File: src/rtl/decrypt_serial_if.sv
// decrypt_serial_if
//   Groups the byte-serial ciphertext handshake, the round-key fetch bus and
//   the plaintext result of decrypt_serial.
//   enable/in/in_ready : ciphertext byte strobe, byte and ready
//   key/key_round/key_idx : key-store read data and the address driving it
//   message/done/busy : plaintext, one-cycle completion pulse, activity flag
//   master : the side that feeds bytes and serves key bytes
//   slave  : the decrypt block itself
interface decrypt_serial_if;
  logic         enable;
  logic [7:0]   in;
  logic         in_ready;
  logic [7:0]   key;
  logic [3:0]   key_round;
  logic [3:0]   key_idx;
  logic [127:0] message;
  logic         done;
  logic         busy;

  modport master (
    output enable, in, key,
    input  in_ready, key_round, key_idx, message, done, busy
  );

  modport slave (
    input  enable, in, key,
    output in_ready, key_round, key_idx, message, done, busy
  );
endinterface

File: src/rtl/decrypt_serial.sv
// decrypt_serial
//   Byte-serial AES-128 inverse cipher. Sixteen ciphertext bytes are shifted
//   in (first byte = FIPS byte 0), then the inverse cipher runs one byte or
//   one column per cycle, reading round-key bytes from an external store.
//   Ports:
//     clock    : rising-edge clock
//     reset_n  : asynchronous active-low reset
//     bus      : decrypt_serial_if.slave (strobe/byte in, key fetch, result)
//   Build option:
//     DECRYPT_FUSED_SB_EN : merge InvSubBytes into the following AddRoundKey
//                           pass (222-cycle latency instead of 382).
//
//   state | meaning
//   ------+----------------------------------------------------------
//   IDLE  | waiting for the first ciphertext byte
//   LOAD  | shifting in ciphertext bytes 1..15
//   ARK   | AddRoundKey, one byte per cycle (fused with InvSubBytes
//         | for rounds 9..0 when DECRYPT_FUSED_SB_EN is defined)
//   ISR   | InvShiftRows, single-cycle permutation
//   ISB   | InvSubBytes, one byte per cycle (separate-pass build only)
//   IMC   | InvMixColumns, one column per cycle
//   DONE  | plaintext published, done pulse
module decrypt_serial (
  input  logic           clock,
  input  logic           reset_n,
  decrypt_serial_if.slave bus
);

  typedef enum logic [2:0] {
    IDLE,
    LOAD,
    ARK,
    ISR,
`ifndef DECRYPT_FUSED_SB_EN
    ISB,
`endif
    IMC,
    DONE
  } state_t;

  state_t       state;
  logic [127:0] st;
  logic [3:0]   cnt;
  logic [3:0]   rnd;
  logic [127:0] message_q;
  logic         done_q;
  logic         busy_q;
  logic         in_ready_q;

  function automatic logic [7:0] gf_xtime(input logic [7:0] a);
    return {a[6:0], 1'b0} ^ (a[7] ? 8'h1b : 8'h00);
  endfunction

  function automatic logic [7:0] gf_mul(input logic [7:0] a, input logic [7:0] b);
    logic [7:0] p;
    logic [7:0] aa;
    p  = 8'h00;
    aa = a;
    for (int i = 0; i < 8; i++) begin
      if (b[i]) p = p ^ aa;
      aa = gf_xtime(aa);
    end
    return p;
  endfunction

  // x^254 is the multiplicative inverse (and maps 0 to 0, as the S-box needs).
  function automatic logic [7:0] gf_inv(input logic [7:0] x);
    logic [7:0] r;
    r = x;
    for (int i = 0; i < 6; i++) r = gf_mul(gf_mul(r, r), x);
    return gf_mul(r, r);
  endfunction

  // Inverse affine transform followed by field inversion.
  function automatic logic [7:0] inv_sbox(input logic [7:0] x);
    logic [7:0] b;
    b = {x[6:0], x[7]} ^ {x[4:0], x[7:5]} ^ {x[1:0], x[7:2]} ^ 8'h05;
    return gf_inv(b);
  endfunction

  logic [7:0]   sb [16];
  logic [7:0]   nb [16];
  logic [127:0] st_nxt;
  logic [3:0]   col;
  logic [7:0]   a0, a1, a2, a3;

  always_comb begin
    for (int i = 0; i < 16; i++) sb[i] = st[127-8*i -: 8];
    for (int i = 0; i < 16; i++) nb[i] = sb[i];
    col = {cnt[1:0], 2'b00};
    a0  = sb[col];
    a1  = sb[col + 4'd1];
    a2  = sb[col + 4'd2];
    a3  = sb[col + 4'd3];
    case (state)
      ARK: begin
`ifdef DECRYPT_FUSED_SB_EN
        if (rnd == 4'd10) nb[cnt] = sb[cnt] ^ bus.key;
        else              nb[cnt] = inv_sbox(sb[cnt]) ^ bus.key;
`else
        nb[cnt] = sb[cnt] ^ bus.key;
`endif
      end
      ISR: begin
        // byte (row r, column c) moves to column (c + r) mod 4
        for (int r = 0; r < 4; r++)
          for (int c = 0; c < 4; c++)
            nb[r + 4*((c + r) % 4)] = sb[r + 4*c];
      end
`ifndef DECRYPT_FUSED_SB_EN
      ISB: nb[cnt] = inv_sbox(sb[cnt]);
`endif
      IMC: begin
        nb[col]        = gf_mul(a0, 8'h0e) ^ gf_mul(a1, 8'h0b) ^ gf_mul(a2, 8'h0d) ^ gf_mul(a3, 8'h09);
        nb[col + 4'd1] = gf_mul(a0, 8'h09) ^ gf_mul(a1, 8'h0e) ^ gf_mul(a2, 8'h0b) ^ gf_mul(a3, 8'h0d);
        nb[col + 4'd2] = gf_mul(a0, 8'h0d) ^ gf_mul(a1, 8'h09) ^ gf_mul(a2, 8'h0e) ^ gf_mul(a3, 8'h0b);
        nb[col + 4'd3] = gf_mul(a0, 8'h0b) ^ gf_mul(a1, 8'h0d) ^ gf_mul(a2, 8'h09) ^ gf_mul(a3, 8'h0e);
      end
      default: ;
    endcase
    st_nxt = '0;
    for (int i = 0; i < 16; i++) st_nxt[127-8*i -: 8] = nb[i];
  end

  always_ff @(posedge clock or negedge reset_n) begin
    if (!reset_n) begin
      state      <= IDLE;
      st         <= '0;
      cnt        <= 4'd0;
      rnd        <= 4'd0;
      message_q  <= '0;
      done_q     <= 1'b0;
      busy_q     <= 1'b0;
      in_ready_q <= 1'b1;
    end else begin
      done_q <= 1'b0;
      case (state)
        IDLE: begin
          if (bus.enable) begin
            st     <= {st[119:0], bus.in};
            cnt    <= 4'd1;
            busy_q <= 1'b1;
            state  <= LOAD;
          end
        end
        LOAD: begin
          if (bus.enable) begin
            st  <= {st[119:0], bus.in};
            cnt <= cnt + 4'd1;
            if (cnt == 4'd15) begin
              rnd        <= 4'd10;
              in_ready_q <= 1'b0;
              state      <= ARK;
            end
          end
        end
        ARK: begin
          st  <= st_nxt;
          cnt <= cnt + 4'd1;
          if (cnt == 4'd15) begin
            if (rnd == 4'd10) begin
              rnd   <= 4'd9;
              state <= ISR;
            end else if (rnd == 4'd0) begin
              // publish on the same edge that completes the last byte
              message_q <= st_nxt;
              done_q    <= 1'b1;
              state     <= DONE;
            end else begin
              state <= IMC;
            end
          end
        end
        ISR: begin
          st <= st_nxt;
`ifdef DECRYPT_FUSED_SB_EN
          state <= ARK;
`else
          state <= ISB;
`endif
        end
`ifndef DECRYPT_FUSED_SB_EN
        ISB: begin
          st  <= st_nxt;
          cnt <= cnt + 4'd1;
          if (cnt == 4'd15) state <= ARK;
        end
`endif
        IMC: begin
          st <= st_nxt;
          if (cnt == 4'd3) begin
            cnt   <= 4'd0;
            rnd   <= rnd - 4'd1;
            state <= ISR;
          end else begin
            cnt <= cnt + 4'd1;
          end
        end
        DONE: begin
          busy_q     <= 1'b0;
          in_ready_q <= 1'b1;
          state      <= IDLE;
        end
        default: state <= IDLE;
      endcase
    end
  end

  assign bus.in_ready  = in_ready_q;
  assign bus.key_round = rnd;
  assign bus.key_idx   = cnt;
  assign bus.message   = message_q;
  assign bus.done      = done_q;
  assign bus.busy      = busy_q;

endmodule
File: src/flat_wrapper.sv
// flat-port wrapper written by rule: the top's interface ports become plain ports
module decrypt_serial_flat 
  (clock, reset_n, bus_enable, bus_in, bus_key, bus_in_ready, bus_key_round, bus_key_idx, bus_message, bus_done, bus_busy);
  decrypt_serial_if bus_i ();
  input  logic clock;
  input  logic reset_n;
  input wire logic [$bits(bus_i.enable)-1:0] bus_enable;
  input wire logic [$bits(bus_i.in)-1:0] bus_in;
  input wire logic [$bits(bus_i.key)-1:0] bus_key;
  output wire logic [$bits(bus_i.in_ready)-1:0] bus_in_ready;
  output wire logic [$bits(bus_i.key_round)-1:0] bus_key_round;
  output wire logic [$bits(bus_i.key_idx)-1:0] bus_key_idx;
  output wire logic [$bits(bus_i.message)-1:0] bus_message;
  output wire logic [$bits(bus_i.done)-1:0] bus_done;
  output wire logic [$bits(bus_i.busy)-1:0] bus_busy;
  assign bus_i.enable = bus_enable;
  assign bus_i.in = bus_in;
  assign bus_i.key = bus_key;
  assign bus_in_ready = bus_i.in_ready;
  assign bus_key_round = bus_i.key_round;
  assign bus_key_idx = bus_i.key_idx;
  assign bus_message = bus_i.message;
  assign bus_done = bus_i.done;
  assign bus_busy = bus_i.busy;
  decrypt_serial u_core (.clock(clock), .reset_n(reset_n), .bus(bus_i));
endmodule
File: config.mk
export PLATFORM = sky130hd
export DESIGN_NAME = decrypt_serial_flat
export DESIGN_NICKNAME = d
export VERILOG_FILES = /design/src/rtl/decrypt_serial_if.sv /design/src/rtl/decrypt_serial.sv /design/src/flat_wrapper.sv
export SDC_FILE = /design/constraint.sdc
export NUM_CORES = 2
export LEC_CHECK = 0
export BUFFER_PORTS_ARGS = -buffer_cell sky130_fd_sc_hd__buf_4
export CAP_MARGIN = 20
export CORE_MARGIN = 2
export CORE_UTILIZATION = 50
export DETAILED_ROUTE_END_ITERATION = 8
export PLACE_DENSITY_LB_ADDON = 0.2
export SETUP_SLACK_MARGIN = 0.1
export SYNTH_ARGS = -nofsm -noshare
export SYNTH_HDL_FRONTEND = slang
export SYNTH_SLANG_ARGS = --single-unit
File: constraint.sdc
create_clock -name clock -period 48 [get_ports clock]
set_clock_uncertainty 0.1 [all_clocks]
set_input_delay 12 -clock clock [delete_from_list [all_inputs] [get_ports clock]]
set_output_delay 12 -clock clock [all_outputs]
set_load 0.05 [all_outputs]
Yosys cells after proc, flatten, opt, wreduce, memory -nomap -nowiden
Cells that the tools add are included.
{ "word_totals": {"wordCells": 713, "reg_bits": 270, "input_bits": 19} }
{ "classes": {"reduce_logical": 22, "eq_ne": 16, "mux": 408, "order_cmp": 10, "bitwise_logic": 244, "add_sub_neg": 5} }
{ "op_table": {"columns": ["op", "n"], "rows": [
  ["8-bit two-way mux", 259],
  ["8-bit bitwise XOR", 237],
  ["128-bit bitwise mux", 6],
  ["5-bit two-way mux", 103],
  ["128-bit one-hot mux with 3 select lines", 1],
  ["128-bit one-hot mux with 2 select lines", 1],
  ["8-bit binary-select mux with 4-bit select", 5],
  ["8-bit demux with 4-bit select", 5],
  ["128-bit two-way mux", 1],
  ["4-bit two-way mux", 8],
  ["5-bit >= comparator (second input constant)", 5],
  ["5-bit by 1-bit less-than comparator with 1-bit output (second input constant)", 5],
  ["4-bit inverter with 5-bit output", 5],
  ["3-bit two-way mux", 6],
  ["3-bit one-hot mux with 6 select lines", 1],
  ["4-bit one-hot mux with 4 select lines", 1],
  ["4-bit one-hot mux with 3 select lines", 1],
  ["2-bit by 1-bit inequality test with 1-bit output (second input constant)", 5],
  ["3-bit equality test (second input constant)", 3],
  ["4-bit by 1-bit adder with 4-bit output (second input constant)", 2],
  ["4-bit by 2-bit adder with 4-bit output (second input constant)", 2],
  ["4-bit equality test (second input constant)", 2],
  ["4-bit AND reduction", 2],
  ["1-bit two-way mux", 7],
  ["other kinds (20)", 32]
]} }

Logic depth before layout (Yosys ltp)
{ "logic_depth": {"word_depth": 309, "ltp_mapped": 113, "depth_no_buf": 94} }

Worst setup path before layout
Ideal clock, no wire load.
{ "synth_path": {"kind": "register to register", "from": "register u_core.cnt[0], in the netlist u_core.bus.key_idx[0]", "to": "register u_core.st[26], in the netlist u_core.sb[26]", "slack_ps": 21495, "arrival_ps": 26276, "setup_time_ps": 129, "synth_period_minus_slack_ps": 26505, "path_stages_with_launch": 109, "t_required_ps": 47771, "n_path_buf": 22, "path_cell_list": "dfrtp_1 buf_6 buf_6 buf_8 mux4_2 o22ai_2 nor2_4 buf_2 xor2_1 inv_2 buf_2 clkbuf_1 clkbuf_1 clkbuf_1 buf_1 ha_1 clkbuf_1 or3_1 [73 not listed] nand4_1 xnor2_1 xnor2_1 xnor2_1 xnor2_1 inv_1 clkbuf_1 ha_1 xor3_1 xor2_1 nor2b_1 xnor2_1 clkbuf_1 o21ai_1 a221oi_1 nor2_1 a21oi_1 o21ai_1"} }
{ "synth_between": {"elab_chain_len": 309, "word_cells_on_any_way": 636, "cone_classes": "add/sub (3); order compare (10); mux (375); bitwise (243); reduce/logical (5)"} }
{ "synth_lines": {"columns": ["item", "line_no", "source"], "rows": [
  ["start: declaration", "decrypt_serial.sv:43", "logic [3:0] cnt;"],
  ["start signal: assignment", "decrypt_serial.sv:149", "cnt <= cnt + 4'd1;"],
  ["start signal: assignment", "decrypt_serial.sv:159", "cnt <= cnt + 4'd1;"],
  ["start signal: assignment", "decrypt_serial.sv:185", "cnt <= cnt + 4'd1;"],
  ["4-bit inverter with 5-bit output (implied by the code)", "decrypt_serial.sv:101, decrypt_serial.sv:111", null],
  ["8-bit binary-select mux with 4-bit select", "decrypt_serial.sv:101, decrypt_serial.sv:111", null],
  ["8-bit two-way mux (implied by the code) (2 in series)", "decrypt_serial.sv:101, decrypt_serial.sv:111", null],
  ["8-bit bitwise XOR (2 in series)", "decrypt_serial.sv:77", "b = {x[6:0], x[7]} ^ {x[4:0], x[7:5]} ^ {x[1:0], x[7:2]} ^ 8'h05;"],
  ["2-bit inverter (no line)", null, null],
  ["8-bit two-way mux", "decrypt_serial.sv:60", "if (b[i]) p = p ^ aa;"],
  ["8-bit two-way mux", "decrypt_serial.sv:95", "case (state)"],
  ["8-bit bitwise XOR", "decrypt_serial.sv:60", null],
  ["[291 not listed]", null, null],
  ["8-bit two-way mux", "decrypt_serial.sv:60", null],
  ["8-bit two-way mux", "decrypt_serial.sv:95", null],
  ["8-bit bitwise XOR", "decrypt_serial.sv:60", null],
  ["8-bit two-way mux", "decrypt_serial.sv:60", null],
  ["8-bit two-way mux", "decrypt_serial.sv:95", null],
  ["128-bit bitwise mux", "decrypt_serial.sv:111", "ISB: nb[cnt] = inv_sbox(sb[cnt]);"],
  ["128-bit one-hot mux with 3 select lines (*)", "decrypt_serial.sv:95", null],
  ["128-bit one-hot mux with 2 select lines (*)", "decrypt_serial.sv:137", "case (state)"],
  ["end signal: assignment", "decrypt_serial.sv:140", "st <= {st[119:0], bus.in};"],
  ["end signal: assignment", "decrypt_serial.sv:148", "st <= {st[119:0], bus.in};"],
  ["end signal: assignment", "decrypt_serial.sv:158", "st <= st_nxt;"],
  ["end: declaration", "decrypt_serial.sv:42", "logic [127:0] st;"]
]} }
Every way passes the cells marked *; elsewhere a longest branch is shown, timed or not. The select of a mux whose other input is x is not followed.
A chain may end at the register's enable or synchronous reset.

Worst setup path after layout
{ "layout_path": {"from": "register u_core.cnt[2], in the netlist u_core.bus.key_idx[2]", "to": "register u_core.st[4], in the netlist u_core.sb[4]"} }
{ "layout_between": {"elab_chain_len": 309, "word_cells_on_any_way": 498, "cone_classes": "order compare (2); mux (308); bitwise (187); reduce/logical (1)"} }
{ "layout_lines": {"columns": ["item", "line_no"], "rows": [
  ["4-bit inverter with 5-bit output (implied by the code) (*)", "decrypt_serial.sv:101, decrypt_serial.sv:111"],
  ["8-bit binary-select mux with 4-bit select", "decrypt_serial.sv:101, decrypt_serial.sv:111"],
  ["8-bit two-way mux (implied by the code) (2 in series)", "decrypt_serial.sv:101, decrypt_serial.sv:111"],
  ["8-bit bitwise XOR (2 in series)", "decrypt_serial.sv:77"],
  ["2-bit inverter (no line)", null],
  ["8-bit two-way mux", "decrypt_serial.sv:60"],
  ["8-bit two-way mux", "decrypt_serial.sv:95"],
  ["8-bit bitwise XOR", "decrypt_serial.sv:60"],
  ["[291 not listed]", null],
  ["8-bit two-way mux", "decrypt_serial.sv:60"],
  ["8-bit two-way mux", "decrypt_serial.sv:95"],
  ["8-bit bitwise XOR", "decrypt_serial.sv:60"],
  ["8-bit two-way mux", "decrypt_serial.sv:60"],
  ["8-bit two-way mux", "decrypt_serial.sv:95"],
  ["128-bit bitwise mux", "decrypt_serial.sv:111"],
  ["128-bit one-hot mux with 3 select lines (*)", "decrypt_serial.sv:95"],
  ["128-bit one-hot mux with 2 select lines (*)", "decrypt_serial.sv:137"]
]} }
Marks and branches as above.

==> impl_results.md <==
* Fin crit period at 31520 ps
* Initial DRC count at 5020
* Crit path max fanout at 47
* Final Hold Viols at 0
* Hold WS at 370 ps
* Synth Flop Type: dfrtp_1
* Hold Buf Count CTS at 0
* Worst-path clk slew at 70 ps
* Cell taking the most area after synthesis: dfrtp_1
* Post-synth net total at 4743
* Sequential cell area at 6770 um^2
* Seq/Total Area, Yosys at 18.5%
* Worst Setup Start Kind: register
* 1st-pass router iterations at 6
* Post-route DRC at 0
* Tightest Hold Check Type: register to register
* PortBufs at 157
* Total track usage at 37.4%
* Vias at 36700
* Total wire length at 144 mm
* WP data required at 48420 ps
* Cts repair resizes at 0
* Slowest CP cell: nor2b_1
* CTS root buffer: clkbuf_16
* Chip width at 274 um
* Final core utilization at 54.0%
* Core area at 72600 um^2
* Gr ovfl total at 0
* Syn Std Cell Area at 36500 um^2
* Final setup viols at 0
* Fraction of layout cells with a size suffix above 1 at 11.8%
* Via density at 6.57
* Routability congestion estimate at 1.02
* Yosys warns at 0
* Post-synth EDFFs at 0
* Slew Limit Headroom at 19.6%
* CTS tree: built
* FF+latch count, synth at 270
* Most frequent CP cell: xnor3_1
* Crit Path Class: register to register
* Fmax at 31.7 MHz
* Worst-skew pair later-pin latency at 600 ps
* Full die area at 75200 um^2
* Num CTS Buffers at 29
* Worst Setup End Kind: register
* Antenna-violating nets left at 0
* Status: finished, final reports clean
* Period Utilization, post-route at 65.7%
* Avg Inst Size Synth at 7.75 um^2
* Yosys cell types at 109
* Largest net degree at the start of global routing at 104
* Footprint of the multi-input gates at 28100 um^2
* Die H at 274 um
* DR WL/cell at 25.8 um
* Total setup buffers inserted after CTS at 0
* Fin Setup TNS at 0 ps
* Global-route wire length before repair at 217 mm
* Fin nets at 4639
* Mapped Cells at 4710
* Top cells by area, synth: dfrtp_1 (18%), xnor2_1 (12%), xnor3_1 (6.7%)
* Io pins at 158
* Area fraction of the dominant cell type after synthesis at 18.4%
* H-tree Lvls at 1
* Initial antenna violation count at 4
* Initial Util at 50.3%
* Layout area overhead at 7.36%
* Max Slew Vio Count at 0
* Worst-case clock buffer depth at 3
* Fillers at 7029
* Critical path arrival at 31940 ps
* Number of global-route vias before repair at 33900
* RSZ-0062 raised after global routing: false
* Max Cap Viol at 0
* Ys async rst share at 100%
* Dpl hpwl at 100 mm
* Clk sinks at 270
* Worst slew pin tran at 1200 ps
* Critical path's largest stage delay at 950 ps
* Num rows at 99
[synthesized netlist by cell type, types with 37 or more instances]
master and n:
a211oi_1 59, a21oi_1 395, a221oi_1 37, a22oi_1 37, clkbuf_1 291, dfrtp_1 269, mux2i_1 125, mux4_2 42
nand2_1 631, nand3_1 76, nor2_1 600, nor3_1 60, o211ai_1 75, o21ai_0 385, o21ai_1 40, o22ai_1 90
xnor2_1 486, xnor2_2 38, xnor3_1 108, xor2_1 146
[per-stage QoR]
| step | worst slack (ps) | instances | instance area, um^2 |
|---|---|---|---|
| 6_report | 16480 | 5588 | 39200 |
| 5_1_grt | 14290 | 5585 | 39200 |
| 4_1_cts | 16640 | 5581 | 39100 |
| 3_5_place_dp | 16670 | 5530 | 38100 |
| 3_3_place_gp | 17500 | 5530 | 38100 |
| 2_1_floorplan | 21490 | 4710 | 36500 |
[path summary, 6_finish.rpt]
kind | from | endpoint | slack (ps) | cells after the start
worst min register to register | u_core.bus.message[116] | u_core.bus.message[116] | 370 | 2
min in group asynchronous | reset_n | u_core.bus.message[107] | 11320 | 1
max in group asynchronous | reset_n | u_core.bus.key_idx[0] | 34340 | 3
worst max-delay path | u_core.bus.key_idx[2] | u_core.sb[4] | 16480 | 90
worst min-delay path | u_core.bus.message[116] | u_core.bus.message[116] | 370 | 2
worst max register to register | u_core.bus.key_idx[2] | u_core.sb[4] | 16480 | 90
[state kept, by name, summed over array words and instances, names as in the netlist]
signal,count
u_core.bus.message,128
u_core.sb,128
u_core.bus.key_idx,4
u_core.bus.key_round,4
u_core.state,3
u_core.bus.busy,1
u_core.bus.done,1
u_core.bus.in_ready,1
[cells in the final DEF (no fill, tap or decap), types with 21 or more instances in the layout]
master	n
nand2b_1	22
or3_1	32
o22ai_1	90
xnor2_1	481
nor3_1	60
o21ai_1	40
nand3_1	76
mux2_2	35
dfrtp_1	266
mux2i_1	125
xor2_1	145
a221oi_1	37
nand2_1	626
a31oi_1	28
xor3_1	21
mux4_2	42
o221ai_1	25
o211ai_1	75
and2_1	22
clkbuf_16	29
a22oi_1	37
buf_4	254
o31ai_1	33
xnor3_1	106
o21ai_0	385
nor2_1	586
a211oi_1	59
xnor2_2	43
a21oi_1	394
a21o_1	24
[worst max-delay path, delay by kind of cell (launching register included)]
| kind | cells | cell delay [ps] |
|---|---|---|
| adder cells (fa/ha/maj) | 6 | 2830 |
| AND/OR/NAND/NOR | 25 | 7010 |
| AO/OA/AOI/OAI | 12 | 2220 |
| flip-flops | 1 | 920 |
| multiplexers | 1 | 170 |
| buffers and inverters | 9 | 2580 |
| XOR/XNOR | 37 | 15520 |
[per-layer routing]
metal	vias to the layer above	part of all wire [%]	GRT usage [%]
li1	16500	-	-
met1	17400	39	49.1
met4	2	6.9	21.4
met5	-	0.0076	0
met3	519	11	7.78
met2	2297	43	57.0
[cells by family after synthesis]
group	synth area share [%]
muxes	7.28
buffers and inverters	4.98
adders and majority gates	0.480
xor gates and xnor gates	26.7
AOI/OAI and AO/OA	23.5
and+or+nand+nor	18.5
DFF	18.5
[final cells by class]
type | count | share of cell area, %
Multi-Input combinational cell | 4013 | 71.8
Sequential cell | 270 | 17.3
Timing Repair Buffer | 257 | 5.03
Tap cell | 959 | 3.06
Clock buffer | 35 | 1.99
Clock inverter | 16 | 0.495
Inverter | 35 | 0.342
Antenna cell | 3 | 0.0192
Power is not shown: default switching activity piles up to over one toggle a cycle in this logic, so the estimate is an artifact.
